$ cat src/rtl/traffic_pkg.sv
// Shared encodings for the four-phase junction controller: phase codes,
// light codes and the default timer width.
package traffic_pkg;

  localparam int TW_DEF = 4;

  typedef enum logic [1:0] {
    MAIN_G = 2'b00,
    MAIN_Y = 2'b01,
    SIDE_G = 2'b10,
    SIDE_Y = 2'b11
  } phase_t;

  typedef enum logic [1:0] {
    RED    = 2'b00,
    YELLOW = 2'b01,
    GREEN  = 2'b10
  } light_t;

endpackage

$ cat src/rtl/phase_timer.sv
// Saturating phase up-counter with synchronous clear; flags when the live
// duration of the current phase has elapsed.
module phase_timer #(
  parameter int TW      = 4,
  parameter int MAX_CNT = 15
) (
  input  logic          clk,
  input  logic          reset,
  input  logic          i_en,
  input  logic          i_clr,
  input  logic [TW-1:0] i_d,
  output logic [TW-1:0] o_cnt,
  output logic          o_expired
);

  localparam logic [TW-1:0] SAT = TW'(MAX_CNT);

  logic [TW-1:0] r_cnt;
  logic [TW-1:0] w_len_m1;

  // A zero duration behaves as a one-cycle phase.
  assign w_len_m1  = (i_d == '0) ? '0 : i_d - 1'b1;
  assign o_expired = (r_cnt >= w_len_m1);
  assign o_cnt     = r_cnt;

  always_ff @(posedge clk or negedge reset) begin
    if (!reset) begin
      r_cnt <= '0;
    end else if (i_en) begin
      if (i_clr) begin
        r_cnt <= '0;
      end else if (r_cnt != SAT) begin
        r_cnt <= r_cnt + 1'b1;
      end
    end
  end

endmodule

$ cat src/rtl/traffic_phase_sequencer.sv
// Four-phase junction controller: phase FSM, side-road request latches and
// registered light decode around a single shared phase timer.
module traffic_phase_sequencer
  import traffic_pkg::*;
#(
  parameter int TW      = TW_DEF,
  parameter int MAX_CNT = (1 << TW) - 1
) (
  input  logic          clk,
  input  logic          reset,
  input  logic          enable,
  input  logic          car2,
  input  logic          car4,
  input  logic [TW-1:0] d1,
  input  logic [TW-1:0] d2,
  input  logic [TW-1:0] d3,
  input  logic [TW-1:0] d4,
  output logic [1:0]    state,
  output logic [1:0]    l13,
  output logic [1:0]    l24,
  output logic          pend2,
  output logic          pend4,
  output logic [TW-1:0] timer,
  output logic          phase_done
);

  phase_t        r_state;
  phase_t        w_next;
  light_t        r_l13, r_l24;
  light_t        w_l13, w_l24;
  logic          r_pend2, r_pend4;
  logic          r_done;
  logic [TW-1:0] w_dur;
  logic [TW-1:0] w_cnt;
  logic          w_expired;
  logic          w_trans;
  logic          w_clr_req;

  always_comb begin
    w_dur = d1;
    case (r_state)
      MAIN_G: w_dur = d1;
      MAIN_Y: w_dur = d2;
      SIDE_G: w_dur = d3;
      SIDE_Y: w_dur = d4;
    endcase
  end

  phase_timer #(
    .TW      (TW),
    .MAX_CNT (MAX_CNT)
  ) u_timer (
    .clk       (clk),
    .reset     (reset),
    .i_en      (enable),
    .i_clr     (w_trans),
    .i_d       (w_dur),
    .o_cnt     (w_cnt),
    .o_expired (w_expired)
  );

  // Main green only yields once a side-road request has been registered.
  always_comb begin
    w_next = r_state;
    if (enable && w_expired) begin
      case (r_state)
        MAIN_G: if (r_pend2 || r_pend4) w_next = MAIN_Y;
        MAIN_Y: w_next = SIDE_G;
        SIDE_G: w_next = SIDE_Y;
        SIDE_Y: w_next = MAIN_G;
      endcase
    end
  end

  assign w_trans   = (w_next != r_state);
  assign w_clr_req = w_trans && (w_next == SIDE_G);

  always_comb begin
    w_l13 = RED;
    w_l24 = RED;
    case (w_next)
      MAIN_G: w_l13 = GREEN;
      MAIN_Y: w_l13 = YELLOW;
      SIDE_G: w_l24 = GREEN;
      SIDE_Y: w_l24 = YELLOW;
    endcase
  end

  always_ff @(posedge clk or negedge reset) begin
    if (!reset) begin
      r_state <= MAIN_G;
      r_l13   <= GREEN;
      r_l24   <= RED;
      r_pend2 <= 1'b0;
      r_pend4 <= 1'b0;
      r_done  <= 1'b0;
    end else begin
      r_done <= w_trans;
      if (enable) begin
        r_state <= w_next;
        r_l13   <= w_l13;
        r_l24   <= w_l24;
      end
      // Sensors keep latching while frozen; clearing on side-green entry wins.
      r_pend2 <= w_clr_req ? 1'b0 : (r_pend2 | car2);
      r_pend4 <= w_clr_req ? 1'b0 : (r_pend4 | car4);
    end
  end

  assign state      = r_state;
  assign l13        = r_l13;
  assign l24        = r_l24;
  assign pend2      = r_pend2;
  assign pend4      = r_pend4;
  assign timer      = w_cnt;
  assign phase_done = r_done;

endmodule

$ cat config.mk
export PLATFORM = sky130hd
export DESIGN_NAME = traffic_phase_sequencer
export DESIGN_NICKNAME = d
export VERILOG_FILES = /design/src/rtl/traffic_pkg.sv /design/src/rtl/phase_timer.sv /design/src/rtl/traffic_phase_sequencer.sv
export SDC_FILE = /design/constraint.sdc
export NUM_CORES = 1
export LEC_CHECK = 0
export CAP_MARGIN = 20
export CORE_UTILIZATION = 47
export CTS_BUF_LIST = sky130_fd_sc_hd__clkbuf_4
export CTS_CLUSTER_DIAMETER = 80
export DETAILED_ROUTE_END_ITERATION = 10
export HOLD_SLACK_MARGIN = 0.06
export PLACE_DENSITY = 0.9
export SYNTH_ARGS = -nofsm -noshare
export SYNTH_HDL_FRONTEND = slang
export SYNTH_SLANG_ARGS = --single-unit
$ cat constraint.sdc
create_clock -name clk -period 3.54 [get_ports clk]
set_clock_uncertainty 0.15 [all_clocks]
set_input_delay 0.708 -clock clk [delete_from_list [all_inputs] [get_ports clk]]
set_output_delay 0.708 -clock clk [all_outputs]
set_load 0.03 [all_outputs]
==> impl_metrics.ini <==
[outcome]
outcome = complete, no violations

[sta]
period_needed_ns = 3.30
finalCritPeriodShare_pct = 93.3
final_hold_viol_count = 0
rsz0062_at_grt = no
setup_viol_count_final = 0
setup_slack_ns = 0.237
fmax_mhz = 303
worst_slew_pin_slew_ns = 0.606
relSlewSlack_pct = 59.5
slew_violations = 0
finalSetupTns_ns = 0

[clocking]
clkSinkCount = 13
post_cts_buffers = 0
htreeDepth = 1
clock_latency_ns = 0.27
clk_pin_slew_ns = 0.08
root_buffer = clkbuf_4
cts_resized = 0
clockBufferDepth = 2
hold_buffers = 0
cts_buffers = 3
cts_tree = built

[setup_path]
worst_ep_required_time_ns = 3.55
startpoint_type = flop
critPathMaxFanout = 8
worstSetupPathType = flop to flop
arrival_ns = 3.31
critPathCaptureType = flop

[floorplan]
ios = 34
dieArea_sq_mm = 0.00231
rows = 16
start_util_pct = 50.3
core_sq_mm = 0.00198
fp.dieH_microns = 48.0
dieWidth_microns = 48.0

[detailed_routing]
detail_route.wl_per_cell_microns = 14.7
first_pass_iters = 4
antenna_left = 0
wirelength_mm = 2.49
drc_errors = 0
drt_iter0_drc = 27
via_count = 960
vias_per_cell = 5.68

[synth]
syn_avg_cell_area_sq_um = 9.49
synth_enable_flop_cells = 0
async_flop_share_pct = 100
synth_flop_cell = dfrtp_1
synthDominantCellAreaShare_pct = 30.2
synth-seq-cells = 13
syn-cell-area_sq_um = 996
synth.top_cells.by_area = dfrtp_1 (30%), ha_1 (11%), mux2_2 (4.5%), nand2_1 (3.8%), a21oi_1 (3.0%)
yosysSeqAreaShare_pct = 32.8
synth_area_leader_cell = dfrtp_1
syn_nets = 135
yosysWarnings = 0
synth_cell_type_count = 40
synthCells = 105

[global_route]
grt_overflow = 0
grt_pass1_wl_mm = 3.51
grtUsageTotal_pct = 22.2
grt_max_degree = 14
grt_pass1_vias = 841
antenna_found_initial = 0

[layout]
layout_commonest_cell = clkdlybuf4s50_1
layout_common_cells = clkdlybuf4s50_1 (33), dfrtp_1 (12), nand2_1 (10), ha_1 (9)
fin_nets = 173
drive_gt1_share_pct = 12.0
diodes = 0
syn2layout_area_growth_pct = 40.1

[run]
maxCapViolations = 0

[min_path]
hold_class = flop to flop

[placement]
hpwlAfterDp_mm = 1.94
gp_congestion = 0.838
port_buffers = 33
dpl_worst_slack_ns = -0.0286

[power_and_ir_drop]
max-vdd-ir-drop_mv = 0.649
p_leak_nw = 0.581
powerDensity_mw_per_mm2 = 1080
## cells by family after synthesis
| kind of cell | Yosys count | share of synthesized area (%) |
|---|---|---|
| buf+inv | 9 | 4.27 |
| simple gates | 37 | 19.9 |
| mux | 7 | 7.54 |
| flops | 13 | 32.8 |
| fa+ha+maj | 9 | 11.3 |
| compound gates | 28 | 22.5 |
| xor+xnor | 2 | 1.76 |
## worst paths after layout
kind | from | to | slack, ns | cells after the start
max | state[0] | state[0] | 0.24 | 10
min | l13[0] | l13[0] | 0.37 | 2
max reg2reg | state[0] | state[0] | 0.24 | 10
max in group asynchronous | reset | l13[0] | 2.18 | 1
min reg2reg | l13[0] | l13[0] | 0.37 | 2
min in group asynchronous | reset | pend4 | 0.67 | 1
## cell type report
| class | instances | area, sq um |
|---|---|---|
| multi-input cells | 83 | 633 |
| fillers | 147 | 587 |
| repair buffers | 35 | 345 |
| flip-flops and latches | 13 | 327 |
| well taps | 27 | 33.8 |
| clock buffers | 4 | 30.0 |
| inverters | 7 | 26.3 |
## flip-flops by register name, indices dropped and copies added (netlist names)
| name | count |
|---|---|
| u_timer.o_cnt | 4 |
| pend4 | 1 |
| state | 2 |
| pend2 | 1 |
| phase_done | 1 |
| l24 | 2 |
| l13 | 2 |
## routing by layer
| metal | up-vias | wire length [microns] | track usage (%) |
|---|---|---|---|
| li1 | 467 | - | - |
| met1 | 454 | 1080 | 27.4 |
| met2 | 35 | 1210 | 38.6 |
| met3 | 4 | 164 | 3.77 |
| met4 | 0 | 31 | 7.78 |
| met5 | - | 0 | 0 |
## worst max-delay path: stages (launching register included)
cell and delay, ns:
dfrtp_1 0.46, inv_1 0.16, ha_1 0.41, or2b_1 0.32, o22ai_1 0.24, mux2i_1 0.26, ha_1 0.20, o21ai_0 0.10
and2b_1 0.26, nor3_2 0.27, mux2_2 0.36
## cell usage after synthesis, types with 2 or more instances
cell	count
a211oi_1	2
a21oi_1	6
a221o_1	2
a222oi_1	2
a22oi_1	2
dfrtp_1	12
ha_1	9
inv_1	7
mux2_2	4
mux2i_1	3
nand2_1	10
nand2b_1	3
nand3_1	3
nor2_1	7
nor2b_1	3
nor3_1	2
nor3_2	2
nor4_1	2
o21ai_0	3
## metrics by stage
stage | std cells | hold slack, ns | cell area, sq um | util (%) | power (mW)
final | 169 | 0.374 | 1400 | 70.4 | 1.51
after global routing | 169 | 0.406 | 1400 | 70.4 | 1.63
after CTS | 169 | 0.380 | 1390 | 70.1 | 1.50
after detailed placement | 165 | 0.356 | 1360 | 68.6 | 1.39
after global placement | 165 | 0.344 | 1360 | 68.6 | 1.34
after floorplan | 105 | 0.262 | 996 | - | 1.09
## where the power goes
| group | total (mW) | internal, mW | switching, mW |
|---|---|---|---|
| clock | 0.0982 | 0.0512 | 0.0470 |
| sequential | 0.267 | 0.213 | 0.0549 |
| combinational | 1.14 | 0.479 | 0.665 |
| total | 1.51 | 0.743 | 0.767 |
No activity file was read; power rests on OpenSTA's default activity.
